[config.mk]
export PLATFORM = sky130hd
export DESIGN_NAME = i2c_reg_target_flat
export DESIGN_NICKNAME = d
export VERILOG_FILES = /design/src/rtl/i2c_reg_target_if.sv /design/src/rtl/i2c_reg_target.sv /design/src/flat_wrapper.sv
export SDC_FILE = /design/constraint.sdc
export NUM_CORES = 1
export LEC_CHECK = 0
export ABC_AREA = 0
export ABC_CLOCK_PERIOD_IN_PS = 5440
export BUFFER_PORTS_ARGS = -buffer_cell sky130_fd_sc_hd__buf_2
export CORE_ASPECT_RATIO = 0.7
export CORE_UTILIZATION = 58
export CTS_BUF_LIST = sky130_fd_sc_hd__clkbuf_4 sky130_fd_sc_hd__clkbuf_8 sky130_fd_sc_hd__clkbuf_16
export DETAILED_ROUTE_END_ITERATION = 8
export GPL_TIMING_DRIVEN = 0
export PLACE_DENSITY = 0.82
export SLEW_MARGIN = 10
export SYNTH_ARGS = -nofsm -noshare
export SYNTH_HDL_FRONTEND = slang
export SYNTH_SLANG_ARGS = --single-unit
[constraint.sdc]
create_clock -name clk -period 5.44 [get_ports clk]
set_clock_uncertainty 0.1 [all_clocks]
set_input_delay 0.544 -clock clk [delete_from_list [all_inputs] [get_ports clk]]
set_output_delay 0.544 -clock clk [all_outputs]
set_load 0.1 [all_outputs]
[src/rtl/i2c_reg_target_if.sv]
// Bus pins and register-port bundle shared by the I2C target and
// whatever drives the bus / hosts the register bank.
interface i2c_reg_target_if #(
  parameter int PTR_W = 8
);
  logic             scl_in;
  logic             sda_in;
  logic             sda_oe;
  logic [PTR_W-1:0] reg_addr;
  logic [7:0]       reg_wdata;
  logic             reg_wr;
  logic             reg_rd;
  logic [7:0]       reg_rdata;

  modport master (
    output scl_in, sda_in, reg_rdata,
    input  sda_oe, reg_addr, reg_wdata,
    input  reg_wr, reg_rd
  );

  modport slave (
    input  scl_in, sda_in, reg_rdata,
    output sda_oe, reg_addr, reg_wdata,
    output reg_wr, reg_rd
  );
endinterface

[src/rtl/i2c_reg_target.sv]
// I2C register target: 7-bit addressed responder mapping bus bytes
// onto a single-cycle register port (pointer, write, read).
module i2c_reg_target #(
  parameter logic [6:0] TARGET_ADDR = 7'h50,
  parameter int         PTR_W       = 8
) (
  input  logic            clk,
  input  logic            rst_n,
  i2c_reg_target_if.slave bus,
  output logic            busy,
  output logic            addr_hit
);

  typedef enum logic [3:0] {
    IDLE,
    ADDR,
    ADDR_ACK,
    PTR_BYTE,
    WR_BYTE,
    WR_ACK,
    RD_BYTE,
    RD_ACK,
    WAIT_STOP
  } state_t;

  state_t           state, state_n;
  logic [1:0]       scl_q, sda_q;
  logic             scl_d, sda_d;
  logic [3:0]       cnt, cnt_n;
  logic [7:0]       sh, sh_n;
  logic             rw, rw_n;
  logic             oe, oe_n;
  logic [PTR_W-1:0] addr, addr_n;
  logic [7:0]       wdata, wdata_n;
  logic             wr, wr_n;
  logic             rd, rd_n;
  logic             busy_n, hit_n;

  logic       scl_s, sda_s;
  logic       scl_rise, scl_fall;
  logic       start, stop;
  logic [7:0] rx;

  assign scl_s    = scl_q[1];
  assign sda_s    = sda_q[1];
  assign scl_rise = scl_s & ~scl_d;
  assign scl_fall = ~scl_s & scl_d;
  assign start    = scl_s & scl_d & sda_d & ~sda_s;
  assign stop     = scl_s & scl_d & ~sda_d & sda_s;
  assign rx       = {sh[6:0], sda_s};

  assign bus.sda_oe    = oe;
  assign bus.reg_addr  = addr;
  assign bus.reg_wdata = wdata;
  assign bus.reg_wr    = wr;
  assign bus.reg_rd    = rd;

  // Synchronisers reset to the idle-high bus level
  always_ff @(posedge clk or negedge rst_n) begin
    if (!rst_n) begin
      scl_q    <= 2'b11;
      sda_q    <= 2'b11;
      scl_d    <= 1'b1;
      sda_d    <= 1'b1;
      state    <= IDLE;
      cnt      <= '0;
      sh       <= '0;
      rw       <= 1'b0;
      oe       <= 1'b0;
      addr     <= '0;
      wdata    <= '0;
      wr       <= 1'b0;
      rd       <= 1'b0;
      busy     <= 1'b0;
      addr_hit <= 1'b0;
    end else begin
      scl_q    <= {scl_q[0], bus.scl_in};
      sda_q    <= {sda_q[0], bus.sda_in};
      scl_d    <= scl_s;
      sda_d    <= sda_s;
      state    <= state_n;
      cnt      <= cnt_n;
      sh       <= sh_n;
      rw       <= rw_n;
      oe       <= oe_n;
      addr     <= addr_n;
      wdata    <= wdata_n;
      wr       <= wr_n;
      rd       <= rd_n;
      busy     <= busy_n;
      addr_hit <= hit_n;
    end
  end

  always_comb begin
    state_n = state;
    cnt_n   = cnt;
    sh_n    = rd ? bus.reg_rdata : sh;
    rw_n    = rw;
    oe_n    = oe;
    addr_n  = wr ? addr + PTR_W'(1) : addr;
    wdata_n = wdata;
    wr_n    = 1'b0;
    rd_n    = 1'b0;
    busy_n  = busy;
    hit_n   = addr_hit;

    if (start) begin
      state_n = ADDR;
      cnt_n   = '0;
      busy_n  = 1'b1;
      hit_n   = 1'b0;
      oe_n    = 1'b0;
    end else if (stop) begin
      state_n = IDLE;
      busy_n  = 1'b0;
      hit_n   = 1'b0;
      oe_n    = 1'b0;
    end else begin
      unique case (state)
        IDLE: ;
        ADDR: begin
          if (scl_rise && cnt != 4'd8) begin
            sh_n  = rx;
            cnt_n = cnt + 4'd1;
          end else if (scl_fall && cnt == 4'd8) begin
            cnt_n = '0;
            rw_n  = sh[0];
            if (sh[7:1] == TARGET_ADDR) begin
              state_n = ADDR_ACK;
              oe_n    = 1'b1;
              hit_n   = 1'b1;
              rd_n    = sh[0];
            end else begin
              state_n = WAIT_STOP;
              oe_n    = 1'b0;
            end
          end
        end
        ADDR_ACK: begin
          if (scl_fall) begin
            if (rw) begin
              state_n = RD_BYTE;
              oe_n    = ~sh[7];
              sh_n    = {sh[6:0], 1'b0};
              cnt_n   = 4'd1;
            end else begin
              state_n = PTR_BYTE;
              oe_n    = 1'b0;
              cnt_n   = '0;
            end
          end
        end
        PTR_BYTE, WR_BYTE: begin
          if (scl_rise && cnt != 4'd8) begin
            sh_n  = rx;
            cnt_n = cnt + 4'd1;
            if (cnt == 4'd7) begin
              if (state == PTR_BYTE) begin
                addr_n = PTR_W'(rx);
              end else begin
                wdata_n = rx;
                wr_n    = 1'b1;
              end
            end
          end else if (scl_fall && cnt == 4'd8) begin
            state_n = WR_ACK;
            oe_n    = 1'b1;
          end
        end
        WR_ACK: begin
          if (scl_fall) begin
            state_n = WR_BYTE;
            oe_n    = 1'b0;
            cnt_n   = '0;
          end
        end
        RD_BYTE: begin
          if (scl_fall) begin
            if (cnt == 4'd8) begin
              state_n = RD_ACK;
              oe_n    = 1'b0;
              cnt_n   = '0;
            end else begin
              oe_n  = ~sh[7];
              sh_n  = {sh[6:0], 1'b0};
              cnt_n = cnt + 4'd1;
            end
          end
        end
        // First bit of the next byte goes out on the falling edge
        RD_ACK: begin
          if (scl_rise) begin
            if (!sda_s) begin
              state_n = RD_BYTE;
              addr_n  = addr + PTR_W'(1);
              rd_n    = 1'b1;
              cnt_n   = '0;
            end else begin
              state_n = WAIT_STOP;
            end
          end
        end
        WAIT_STOP: oe_n = 1'b0;
        default: begin
          state_n = IDLE;
          oe_n    = 1'b0;
        end
      endcase
    end
  end

endmodule
[src/flat_wrapper.sv]
// flat-port wrapper written by rule: the top's interface ports become plain ports
module i2c_reg_target_flat 
#(
  parameter logic [6:0] TARGET_ADDR = 7'h50,
  parameter int         PTR_W       = 8
)
  (clk, rst_n, busy, addr_hit, bus_scl_in, bus_sda_in, bus_reg_rdata, bus_sda_oe, bus_reg_addr, bus_reg_wdata, bus_reg_wr, bus_reg_rd);
  i2c_reg_target_if #(.PTR_W(PTR_W)) bus_i ();
  input  logic clk;
  input  logic rst_n;
  output logic busy;
  output logic addr_hit;
  input wire logic [$bits(bus_i.scl_in)-1:0] bus_scl_in;
  input wire logic [$bits(bus_i.sda_in)-1:0] bus_sda_in;
  input wire logic [$bits(bus_i.reg_rdata)-1:0] bus_reg_rdata;
  output wire logic [$bits(bus_i.sda_oe)-1:0] bus_sda_oe;
  output wire logic [$bits(bus_i.reg_addr)-1:0] bus_reg_addr;
  output wire logic [$bits(bus_i.reg_wdata)-1:0] bus_reg_wdata;
  output wire logic [$bits(bus_i.reg_wr)-1:0] bus_reg_wr;
  output wire logic [$bits(bus_i.reg_rd)-1:0] bus_reg_rd;
  assign bus_i.scl_in = bus_scl_in;
  assign bus_i.sda_in = bus_sda_in;
  assign bus_i.reg_rdata = bus_reg_rdata;
  assign bus_sda_oe = bus_i.sda_oe;
  assign bus_reg_addr = bus_i.reg_addr;
  assign bus_reg_wdata = bus_i.reg_wdata;
  assign bus_reg_wr = bus_i.reg_wr;
  assign bus_reg_rd = bus_i.reg_rd;
  i2c_reg_target #(.TARGET_ADDR(TARGET_ADDR), .PTR_W(PTR_W)) u_core (.clk(clk), .rst_n(rst_n), .bus(bus_i), .busy(busy), .addr_hit(addr_hit));
endmodule
; After elaboration in Yosys (flattened, before gate mapping)
; Cells that the tools add are included.
[totals]
regBits = 44
input_bits = 12
out_inout_bits = 21
word_cells = 164
[op_classes]
n_addsub = 2
eq_ne = 32
n_mux = 81
n_bitwise = 16
reduce_logical = 18
[op_table]
columns = cell, count
row1 = 2-to-1 mux 8 bit, 16
row2 = 2-to-1 mux 4 bit, 24
row3 = 2-to-1 mux 1 bit, 34
row4 = inequality test 4 x 1 -> 1 bit (second input constant), 8
row5 = case mux 4 bit (7 select lines), 1
row6 = inequality test 3 x 1 -> 1 bit (second input constant), 8
row7 = case mux 4 bit (6 select lines), 1
row8 = case mux 8 bit (3 select lines), 1
row9 = == test 4 x 3 -> 1 bit (second input constant), 5
row10 = case mux 8 bit (2 select lines), 1
row11 = AND reduction 10 bit, 1
row12 = NOT 1 bit, 9
row13 = AND reduction 9 bit, 1
row14 = nonzero test 3 bit, 3
row15 = adder 8 x 1 -> 8 bit (second input constant), 1
row16 = == test 4 x 2 -> 1 bit (second input constant), 2
row17 = == test 4 bit (second input constant), 2
row18 = inequality test 4 x 2 -> 1 bit (second input constant), 2
row19 = AND reduction 8 bit, 1
row20 = bitwise AND 1 bit, 7
row21 = == test 7 bit (second input constant), 1
row22 = nonzero test 7 bit, 1
row23 = case mux 1 bit (6 select lines), 1
row24 = AND reduction 6 bit, 1
row25 = 14 further kinds, 17

; Logic depth before layout (Yosys ltp)
[logic_depth]
word_depth = 8
depth_mapped = 8
mapped_depth_nobuf = 7

; Worst setup path before layout
; No wires, ideal clock.
[synth_path]
kind = reg2reg
from = register u_core.addr[0], in the netlist u_core.bus.reg_addr[0]
to = register u_core.addr[4], in the netlist u_core.bus.reg_addr[4]
setup_ns = 0.124
arrival_time_ns = 1.967
required_time_ns = 5.216
setup_slack_ns = 3.249
path_stages_with_launch = 6
path_buffers = 0
synth_period_minus_slack_ns = 2.191
path_cell_list = dfrtp_1 > ha_1 > o2111ai_1 > xor2_1 > nor3_1 > a211o_1
[synth_between]
elab_chain_len = 8
elab_cells_between_ends = 10
classes_between = 1 x add/sub / 9 x mux
[synth_lines]
columns = item, line_no
row1 = from (decl), i2c_reg_target.sv:33  ; logic [PTR_W-1:0] addr, addr_n;
row2 = from (signal assigned), i2c_reg_target.sv:86  ; addr <= addr_n;
row3 = adder 8 x 1 -> 8 bit (*), "i2c_reg_target.sv:101, i2c_reg_target.sv:196"
row4 = 2-to-1 mux 8 bit, i2c_reg_target.sv:101  ; addr_n = wr ? addr + PTR_W'(1) : addr;
row5 = 2-to-1 mux 8 bit, i2c_reg_target.sv:159  ; if (state == PTR_BYTE) begin
row6 = 2-to-1 mux 8 bit, i2c_reg_target.sv:158  ; if (cnt == 4'd7) begin
row7 = 2-to-1 mux 8 bit, i2c_reg_target.sv:155  ; if (scl_rise && cnt != 4'd8) begin
row8 = case mux 8 bit (2 select lines), i2c_reg_target.sv:120  ; unique case (state)
row9 = 2-to-1 mux 8 bit, i2c_reg_target.sv:114  ; end else if (stop) begin
row10 = 2-to-1 mux 8 bit (*), i2c_reg_target.sv:108  ; if (start) begin
row11 = net u_core.addr_n[4], i2c_reg_target.sv:33
; The timed path passes the listed nets; every way through them passes the cells marked *.
; A chain may end at the register's enable or synchronous reset.

; Worst setup path after layout
[layout_path]
from = register u_core.scl_q[1]
to = register u_core.state[3]
[layout_between]
elab_chain_len = 5
elab_cells_between_ends = 23
classes_between = 10 x eq/ne / 2 x mux / 8 x bitwise / 3 x reduce/logical
[layout_lines]
columns = item, line_no
row1 = from (decl), i2c_reg_target.sv:27  ; logic [1:0] scl_q, sda_q;
row2 = from (signal assigned), i2c_reg_target.sv:77  ; scl_q <= {scl_q[0], bus.scl_in};
row3 = bitwise AND 1 bit / NOT 1 bit (equally long branches), "i2c_reg_target.sv:48, i2c_reg_target.sv:49, i2c_reg_target.sv:47"
row4 = bitwise AND 1 bit (on tied branches), "i2c_reg_target.sv:49, i2c_reg_target.sv:47, i2c_reg_target.sv:48"
row5 = bitwise AND 1 bit (tied with other cells), i2c_reg_target.sv:49  ; assign stop = scl_s & scl_d & ~sda_d & sda_s;
row6 = inequality test 4 x 1 -> 1 bit (no source line) (tied with other cells), -
row7 = AND reduction 10 bit (no source line) / 2-to-1 mux 4 bit (equally long branches), -
row8 = to (signal assigned), i2c_reg_target.sv:81  ; state <= state_n;
row9 = to (decl), i2c_reg_target.sv:26  ; state_t state, state_n;
; Parallel ways exist; a longest one is shown, timed or not.

==> results.txt <==
Post-CTS Setup Bufs = 0
Clock transition at path regs = 100 ps
Resize count post-CTS = 0
CTS tree = done
Most frequent cells in the layout = 40 x buf_2, 38 x dfrtp_1, 25 x nand2_1
DRT Pass-1 Iters = 6
R2R Setup Slk = 3120 ps
Htree depth = 2
Grt ovf = 0
Post-DP HPWL = 5380 µm
Hold WS = 234 ps
Area of the multi-input gates = 0.00162 mm²
Setup crit start = u_core.scl_q[1]$_DFF_PN1_
Power density cells = 448 mW/mm²
FF+latch area = 0.00111 mm²
Post-synth ARST share = 100%
Top FF cell, synth = dfrtp_1
# diodes = 0
Clk sinks = 44
Die X = 86.3 µm
Critical Path End Type = flip-flop
Row Count = 21
Synth Register Bits = 44
Die area = 0.00527 mm²
Total Routed Length = 7420 µm
Core Footprint = 0.00478 mm²
Synth Instances = 287
CTS Hold Bufs = 0
Layout cell share with drive strength beyond 1 = 27.5%
Leak pwr = 0.00149 µW
Crit path required time = 5540 ps
Commonest non-fill, non-tap cell in the layout = buf_2
Top cell type's share of synthesized area = 32.9%
Fin. max-slew vios = 0
Fmax = 432 MHz
Drt via density = 6.36
Tcrit/Tclk final = 42.6%
Pre-CTS WS = 3160 ps
Post-route cell area = 0.00325 mm²
Dominant cells by area after synthesis = dfrtp_1 33%, mux2i_1 5.9%, dfstp_2 5.5%
Fill cell count = 402
Worst r2r dst = u_core.state[3]$_DFFE_PN0P_
Setup ws final = 3120 ps
Bufs on Longest Clock Path = 2
Worst slew pin tran = 987 ps
Synthesized area = 0.00289 mm²
# setup viols final = 0
Area Growth Syn to Fin = 12.5%
Outcome = finished clean
Critical path's slowest cell = dfstp_2
Net count reported at finish = 341
Avg Cell Area, Syn = 10.1 µm²
Max IR drop VDD = 0.205 mV
Hold Fails Final Rpt = 0
Crit path DAT = 2420 ps
Worst setup SP type = flip-flop
RSZ-0062 raised after global routing = false
CTS Buf Count = 5
Largest net degree at the start of global routing = 45
R2r startpoint = u_core.scl_q[1]$_DFF_PN1_
DP Area = 0.00313 mm²
Unique masters post-synth = 75
Slew headroom = 34.2%
Total GRT Usage = 29.2%
Clock Latency Late Sink = 310 ps
R2r worst-path depth = 6
Die Ht = 61.0 µm
EDFF count, synth = 0
First-pass GRT wire length = 11500 µm
Gpl congestion = 0.983
CTS Root Cell = clkbuf_8
Per-cell routed wire length = 18.7 µm
Critical-path cell list = buf_4, nand2_1, nor2_1, a31oi_1, nor3_4, mux2_4
Post-route minimum period = 2320 ps
Initial Util = 60.4%
Syn. warnings = 0
Fin Setup TNS = 0 ps
Vias in the first global route = 2225
Slowest stage delay, CP = 600 ps
DR vias = 2519
Syn Nets = 302
Antenna Nets Post-Route = 0
Initial antenna violation count = 0
CP Class = reg -> reg
# DRC = 0
CP Max Fanout = 10
Crit path to = u_core.state[3]$_DFFE_PN0P_
Port buffer count = 32
Worst min path class = in -> reg
Max_cap viols = 0
Initial DRC Count = 373
Area leader, netlist = dfrtp_1
Io pins = 33
Post-synthesis sequential area ratio = 38.4%
[worst min path at each step]
stage          slack, ps  cells past startpoint                           to                      start
2_1_floorplan        150                      0  u_core.addr_hit$_DFFE_PN0P_                      rst_n
3_3_place_gp         250                      0    u_core.scl_q[1]$_DFF_PN1_  u_core.scl_q[0]$_DFF_PN1_
3_5_place_dp         250                      0    u_core.sda_q[1]$_DFF_PN1_  u_core.sda_q[0]$_DFF_PN1_
4_1_cts              230                      1    u_core.scl_q[0]$_DFF_PN1_                 bus_scl_in
5_1_grt              220                      1    u_core.sda_q[0]$_DFF_PN1_                 bus_sda_in
6_report             230                      1    u_core.scl_q[0]$_DFF_PN1_                 bus_scl_in
[stage by stage]
step / utilization, % / std cells / power [µW]
floorplan: - / 287 / 1010
global placement: 65.5 / 388 / 1160
detailed placement: 65.5 / 388 / 1180
CTS: 67.9 / 396 / 1440
global route: 67.9 / 396 / 1530
finish: 67.9 / 396 / 1460
[cells by family (layout without fill, tap and decap cells)]
| logic type | count (synthesis) | after routing | synth area share, % |
|---|---|---|---|
| buffers and inverters | 30 | 70 | 5.42 |
| and+or+nand+nor | 100 | 100 | 21.1 |
| DFF | 44 | 44 | 38.4 |
| xor gates and xnor gates | 5 | 5 | 1.52 |
| AOI/OAI and AO/OA | 74 | 74 | 20.7 |
| adders and majority gates | 3 | 3 | 1.30 |
| muxes | 31 | 31 | 11.6 |
[routing by layer]
metal,track usage [%],wire length (µm)
met1,44.2,3660
met2,42.2,3120
met3,6.57,551
met4,8.10,77
met5,0,0
[final cells by class]
class / count / share of cell area (%)
repair buffers: 32 / 4.93
clock buffers: 5 / 2.12
plain buffers: 19 / 3.54
multi-input cells: 213 / 49.9
flip-flops and latches: 44 / 34.1
well taps: 69 / 2.66
clock inverters: 3 / 1.43
inverters: 11 / 1.27
[state kept, by name, summed over array words and instances (netlist names)]
register	cells
u_core.busy	1
u_core.scl_q	2
u_core.state	4
u_core.addr_hit	1
u_core.cnt	4
u_core.sh	8
u_core.bus.reg_wdata	8
u_core.sda_q	2
u_core.bus.reg_wr	1
u_core.scl_d	1
u_core.rw	1
u_core.bus.reg_addr	8
u_core.sda_d	1
u_core.bus.reg_rd	1
u_core.bus.sda_oe	1
[worst max-delay path: cells and delay by family (launching register included)]
family,cells,cell delay [ps]
flip-flops,1,600
AO/OA/AOI/OAI,1,170
buffers and inverters,1,180
AND/OR/NAND/NOR,3,830
multiplexers,1,330
[synth_stat cells (4+ instances only)]
cell and number:
o21ai_0 12, nor2_1 15, dfstp_2 6, mux2i_1 17
o31ai_1 5, a21oi_1 8, nor2b_1 5, inv_1 10
a21o_1 4, nand2b_1 4, buf_4 5, a31oi_1 9
nor3_1 7, nand2_1 25, mux2_2 10, nand3_1 6
dfrtp_1 38, buf_2 8
[report_power, final]
group	switching [µW]	internal [µW]	leakage [µW]
clock network	126	139	0.0000548
registers	70.7	382	0.000583
logic	449	289	0.000856
total	646	810	0.00149
No activity file was read; power rests on OpenSTA's default activity.
